--- config.mk ---
export PLATFORM = sky130hd
export DESIGN_NAME = oem_bisu_sorter_32x16_flat
export DESIGN_NICKNAME = d
export VERILOG_FILES = /design/src/rtl/oem_bisu_sorter_32x16_if.sv /design/src/rtl/oem_bisu_sorter_32x16.sv /design/src/flat_wrapper.sv
export SDC_FILE = /design/constraint.sdc
export NUM_CORES = 2
export LEC_CHECK = 0
export BUFFER_PORTS_ARGS = -buffer_cell sky130_fd_sc_hd__clkbuf_2
export CAP_MARGIN = 10
export CORE_MARGIN = 2
export CORE_UTILIZATION = 40
export CTS_CLUSTER_DIAMETER = 30
export DETAILED_ROUTE_END_ITERATION = 10
export PLACE_DENSITY_LB_ADDON = 0.12
export SYNTH_ARGS = -nofsm -noshare
export SYNTH_HDL_FRONTEND = slang
export SYNTH_SLANG_ARGS = --single-unit
export TNS_END_PERCENT = 50
--- constraint.sdc ---
create_clock -name clk -period 29.8 [get_ports clk]
set_input_delay 1.49 -clock clk [delete_from_list [all_inputs] [get_ports clk]]
set_output_delay 1.49 -clock clk [all_outputs]
set_load 0.01 [all_outputs]
--- src/rtl/oem_bisu_sorter_32x16_if.sv ---
`default_nettype none
// ----------------------------------------------------------------------------
// oem_bisu_sorter_32x16_if : beat-level bus of the 32x16 hybrid sorter
// Rev 1.0
// ----------------------------------------------------------------------------
interface oem_bisu_sorter_32x16_if #(
  parameter int W = 6,
  parameter int P = 16
);
  logic                EN;
  logic                Vin;
  logic                INV;
  logic [P-1:0][W-1:0] DI;     // DI[0] is DI1
  logic                ENout;
  logic                Vout;
  logic [P-1:0][W-1:0] DO;     // DO[0] is DO1, first in sort order

  modport master (output EN, Vin, INV, DI, input ENout, Vout, DO);
  modport slave  (input EN, Vin, INV, DI, output ENout, Vout, DO);
endinterface
`default_nettype wire

--- src/rtl/oem_bisu_sorter_32x16.sv ---
`default_nettype none
// ----------------------------------------------------------------------------
// oem_bisu_sorter_32x16 : per-beat odd-even merge sort, pairwise merge of two
// sorted beats into a 32-key group, streamed out as two 16-key beats.
// Rev 1.0
// ----------------------------------------------------------------------------
module oem_bisu_sorter_32x16 (
  input  logic                       clk,
  input  logic                       rst,
  oem_bisu_sorter_32x16_if.slave     bus
);
  localparam int W = 6;
  localparam int P = 16;
  localparam int N = 32;

  typedef logic [W-1:0]        key_t;
  typedef logic [P-1:0][W-1:0] beat_t;
  typedef logic [N-1:0][W-1:0] group_t;

  typedef enum logic [0:0] {
    SEQ_IDLE   = 1'b0,
    SEQ_SECOND = 1'b1
  } seq_t;

  // Batcher odd-even merge sort, ascending.
  function automatic beat_t oem_sort(input beat_t d);
    beat_t s;
    key_t  t;
    s = d;
    for (int p = 1; p < P; p = p * 2) begin
      for (int k = p; k >= 1; k = k / 2) begin
        for (int j = k % p; j <= P - 1 - k; j = j + 2 * k) begin
          for (int i = 0; i < k; i++) begin
            if ((i + j + k < P) && ((i + j) / (2 * p) == (i + j + k) / (2 * p))) begin
              if (s[i+j] > s[i+j+k]) begin
                t        = s[i+j];
                s[i+j]   = s[i+j+k];
                s[i+j+k] = t;
              end
            end
          end
        end
      end
    end
    return s;
  endfunction

  // Ascending a followed by reversed b forms a bitonic sequence; half-cleaners sort it.
  function automatic group_t bitonic_merge(input beat_t a, input beat_t b);
    group_t m;
    key_t   t;
    for (int i = 0; i < P; i++) begin
      m[i]     = a[i];
      m[N-1-i] = b[i];
    end
    for (int k = P; k >= 1; k = k / 2) begin
      for (int i = 0; i < N; i++) begin
        if ((i & k) == 0) begin
          if (m[i] > m[i+k]) begin
            t      = m[i];
            m[i]   = m[i+k];
            m[i+k] = t;
          end
        end
      end
    end
    return m;
  endfunction

  beat_t  w_oem;
  group_t w_merged;

  beat_t  r_s1;
  logic   r_v1;
  logic   r_inv1;
  beat_t  r_a;
  logic   r_inv_q;
  logic   r_held;
  group_t r_m;
  logic   r_inv_m;
  logic   r_mv;

  seq_t   r_state;
  seq_t   w_state_nxt;
  beat_t  r_do;
  beat_t  w_do_nxt;
  logic   r_vout;
  logic   w_vout_nxt;
  logic   r_en_out;

  always_comb begin
    w_oem    = oem_sort(bus.DI);
    w_merged = bitonic_merge(r_a, r_s1);
  end

  // Input stage and pairing. INV travels with the beat so the first beat's
  // value is used regardless of what is presented alongside the second beat.
  always_ff @(posedge clk or negedge rst) begin
    if (!rst) begin
      r_s1    <= '0;
      r_v1    <= 1'b0;
      r_inv1  <= 1'b0;
      r_a     <= '0;
      r_inv_q <= 1'b0;
      r_held  <= 1'b0;
      r_m     <= '0;
      r_inv_m <= 1'b0;
      r_mv    <= 1'b0;
    end else if (bus.EN) begin
      r_v1 <= bus.Vin;
      r_mv <= 1'b0;
      if (bus.Vin) begin
        r_s1   <= w_oem;
        r_inv1 <= bus.INV;
      end
      if (r_v1) begin
        if (!r_held) begin
          r_a     <= r_s1;
          r_inv_q <= r_inv1;
          r_held  <= 1'b1;
        end else begin
          r_m     <= w_merged;
          r_inv_m <= r_inv_q;
          r_held  <= 1'b0;
          r_mv    <= 1'b1;
        end
      end
    end
  end

  // Output sequencer: direction is captured with M so a following pair's
  // first beat cannot disturb the group still being streamed.
  always_ff @(posedge clk or negedge rst) begin
    if (!rst) begin
      r_state <= SEQ_IDLE;
    end else if (bus.EN) begin
      r_state <= w_state_nxt;
    end
  end

  always_comb begin
    w_state_nxt = r_state;
    w_vout_nxt  = 1'b0;
    w_do_nxt    = r_do;
    case (r_state)
      SEQ_IDLE: begin
        if (r_mv) begin
          w_vout_nxt  = 1'b1;
          w_state_nxt = SEQ_SECOND;
          for (int i = 0; i < P; i++) begin
            w_do_nxt[i] = r_inv_m ? r_m[N-1-i] : r_m[i];
          end
        end
      end
      SEQ_SECOND: begin
        w_vout_nxt  = 1'b1;
        w_state_nxt = SEQ_IDLE;
        for (int i = 0; i < P; i++) begin
          w_do_nxt[i] = r_inv_m ? r_m[P-1-i] : r_m[P+i];
        end
      end
      default: begin
        w_state_nxt = SEQ_IDLE;
      end
    endcase
  end

  always_ff @(posedge clk or negedge rst) begin
    if (!rst) begin
      r_do     <= '0;
      r_vout   <= 1'b0;
      r_en_out <= 1'b0;
    end else begin
      r_en_out <= bus.EN;
      if (bus.EN) begin
        r_do   <= w_do_nxt;
        r_vout <= w_vout_nxt;
      end
    end
  end

  assign bus.DO    = r_do;
  assign bus.Vout  = r_vout;
  assign bus.ENout = r_en_out;

endmodule
`default_nettype wire

--- src/flat_wrapper.sv ---
// flat-port wrapper written by rule: the top's interface ports become plain ports
module oem_bisu_sorter_32x16_flat 
  (clk, rst, bus_EN, bus_Vin, bus_INV, bus_DI, bus_ENout, bus_Vout, bus_DO);
  oem_bisu_sorter_32x16_if #(.W(6), .P(16)) bus_i ();
  input  logic clk;
  input  logic rst;
  input wire logic [$bits(bus_i.EN)-1:0] bus_EN;
  input wire logic [$bits(bus_i.Vin)-1:0] bus_Vin;
  input wire logic [$bits(bus_i.INV)-1:0] bus_INV;
  input wire logic [$bits(bus_i.DI)-1:0] bus_DI;
  output wire logic [$bits(bus_i.ENout)-1:0] bus_ENout;
  output wire logic [$bits(bus_i.Vout)-1:0] bus_Vout;
  output wire logic [$bits(bus_i.DO)-1:0] bus_DO;
  assign bus_i.EN = bus_EN;
  assign bus_i.Vin = bus_Vin;
  assign bus_i.INV = bus_INV;
  assign bus_i.DI = bus_DI;
  assign bus_ENout = bus_i.ENout;
  assign bus_Vout = bus_i.Vout;
  assign bus_DO = bus_i.DO;
  oem_bisu_sorter_32x16 u_core (.clk(clk), .rst(rst), .bus(bus_i));
endmodule
==> flow_summary.json <==
{
  "status": "completed",
  "vias_per_cell": 5.59,
  "fp.dieW_um": 392,
  "timing.rr.end": "u_core.r_m[121]",
  "hpwl_um": 183000,
  "end_kind": "flop",
  "cts-root-buf": "clkbuf_16",
  "worstPathArrival_ns": 23.26,
  "synth_most_common_cell": "mux2i_1",
  "vias": 54000,
  "grt_pass1_vias": 50900,
  "cts_buffers": 112,
  "die_area_um2": 154000,
  "grt_max_degree": 137,
  "worst_slew_pin_slew_ns": 1.24,
  "hold_depth": 2,
  "portBuffers": 198,
  "syn_inst": 7372,
  "critPathSlowestCell": "nor2_1",
  "max_slew_margin": 0.171,
  "path_clk_slew_ns": 0.04,
  "min_to": "u_core.r_inv1",
  "async_reset_ff_frac": 1.00,
  "period_share": 0.762,
  "gp_congestion": 0.979,
  "min_from": "u_core.r_inv1",
  "slowest_delay_ns": 0.79,
  "synth_area_leaders": "dfrtp_1, ha_1, mux2i_1",
  "ff2ff_path_depth": 54,
  "synth_top_family_by_area": "multiplexers",
  "synth_fp_nets": 8280,
  "ys_ff_latch": 489,
  "cts_hold_buf": 0,
  "htreeDepth": 3,
  "post_cts_resize_count": 0,
  "setup_tns_ns": 0,
  "yosys.area.top_type": "dfrtp_1",
  "cts_max_path_buffers": 3,
  "synth_edf_count": 0,
  "fill_cells": 14900,
  "regToRegStartpoint": "u_core.r_s1[79]",
  "fmax_mhz": 44.1,
  "grt_pass1_wl_um": 320000,
  "cp-start-kind": "primary input",
  "core_um2": 150000,
  "worstPathMaxFanout": 31,
  "final_max_slew_viol_count": 0,
  "synth-adder-area-share": 0.170,
  "synth-compound-area-share": 0.188,
  "overflow": 0,
  "setup_violations": 0,
  "antenna_found_initial": 1,
  "netlist.area_leader.share": 0.203,
  "regToRegSetupSlack_ns": 17.96,
  "drtAntennaViolNets": 0,
  "rows": 142,
  "cts_tree": "yes",
  "antenna_cells": 0,
  "rsz0062_at_grt": "no",
  "cts_setup_buffers": 0,
  "yosysUniqueCellTypes": 114,
  "syn_area_per_cell_um2": 8.18,
  "fin_crit_ns": 22.70,
  "synthSimpleGateAreaFrac": 0.144,
  "ys_seq_area_frac": 0.203,
  "areaGrowthSynthToFinish_pct": 12.4,
  "cp-startpoint": "bus_DI[83]",
  "hold_path_class": "flop to flop",
  "placed_area_um2": 63700,
  "synthXorXnorAreaFrac": 0.00348,
  "wl_per_cell_um": 22.4,
  "synth.area.mux_share": 0.224,
  "path_class": "primary input to flop",
  "finalClockSkew_ns": 0.0646,
  "synthFlopType": "dfrtp_1",
  "clock_sinks": 489,
  "cp.required_ns": 30.36,
  "track_usage": 0.275,
  "routed_wl_um": 216000,
  "final_area_um2": 67800,
  "start_util": 0.403,
  "drv_cap": 0,
  "hold_viol": 0,
  "drcViolationCount": 0,
  "fp.dieH_um": 392,
  "nets": 8438,
  "synth_area_um2": 60300,
  "synth_common_cells": "mux2i_1, ha_1, inv_1",
  "clk_latency_ns": 0.74,
  "ys_warn_count": 0,
  "ioPinCount": 199,
  "dr.first_iter.drc_count": 3770,
  "drive_above_1_share": 0.114,
  "drtPass1Iterations": 5
}
[sequential cells by signal (all words and copies together), names as in the netlist]
signal / flops
u_core.r_m: 192
u_core.bus.DO: 96
u_core.r_a: 96
u_core.r_s1: 96
u_core.bus.ENout: 1
u_core.bus.Vout: 1
u_core.r_held: 1
u_core.r_inv1: 1
u_core.r_inv_m: 1
u_core.r_inv_q: 1
u_core.r_mv: 1
u_core.r_state: 1
u_core.r_v1: 1
[layout by cell type, fill, tap and decap left out, drive strengths merged, types with 11 or more instances in the layout]
cell type    n
and4        14
clkinvlp    12
nand2      636
a21o        51
bufinv      19
nor2       558
xnor2       18
mux2       166
nand3       41
inv        810
nand2b     124
and3        18
o31ai       21
a211oi      25
o21a       126
o22ai      119
clkinv      36
mux4        96
maj3        15
nor2b      231
a32oi       15
a31oi       27
a21oi      684
nand4      112
a221oi      11
or2         21
o211ai      41
nor3        39
o21ai      607
buf        119
ha         807
clkbuf     338
and2        34
o221ai      19
dfrtp      489
a221o       16
mux2i      945
[per-stage QoR]
| step | hold slack [ns] | util | worst slack [ns] | std cells |
|---|---|---|---|---|
| final | 0.465 | 0.453 | 7.10 | 9644 |
| after global routing | 0.489 | 0.453 | 5.12 | 9644 |
| after CTS | 0.471 | 0.453 | 7.45 | 9644 |
| after detailed placement | 0.460 | 0.425 | 6.72 | 9432 |
| after global placement | 0.457 | 0.425 | 7.15 | 9432 |
| after floorplan | 0.441 | - | 9.75 | 7372 |
[how the worst max path moves through the flow]
stage / cells after the start / endpoint / slack (ns)
2_1_floorplan: 91 / u_core.r_s1[55] / 9.75
3_3_place_gp: 85 / u_core.r_s1[77] / 7.15
3_5_place_dp: 85 / u_core.r_s1[76] / 6.72
4_1_cts: 85 / u_core.r_s1[76] / 7.45
5_1_grt: 87 / u_core.r_s1[74] / 5.12
6_report: 87 / u_core.r_s1[77] / 7.10
[final cells by class]
type,count,area [um^2],share of cell area
Sequential cell,489,12200,0.181
Clock buffer,141,3090,0.0456
Multi-Input combinational cell,5805,44000,0.649
Timing Repair Buffer,316,1900,0.0280
Inverter,806,3030,0.0446
Clock inverter,71,1010,0.0150
Tap cell,2016,2520,0.0372
[worst max-delay path: cells and delay by family]
| family | cells | cell delay (ns) |
|---|---|---|
| adders and majority gates | 10 | 3.24 |
| AOI/OAI and AO/OA | 40 | 10.71 |
| buffers and inverters | 8 | 1.51 |
| and+or+nand+nor | 25 | 4.74 |
| muxes | 4 | 1.52 |
[metal layers]
layer | vias up | GRT usage | part of all wire
met1 | 25900 | 0.356 | 0.45
met2 | 1062 | 0.475 | 0.48
met4 | 0 | 0.106 | 0.040
met3 | 229 | 0.0212 | 0.033
met5 | - | 0 | 0
li1 | 26700 | - | -
[cells by family (layout without fill, tap and decap cells)]
logic type,after synthesis,count (layout)
compound gates,1890,1890
buf+inv,1078,1334
xor+xnor,24,24
mux,1207,1207
simple gates,1862,1862
fa+ha+maj,822,822
flops,489,489
Power is left out: the tool's default activity adds up to more than one toggle a clock period on the data nets, which glitch-free logic cannot reach.
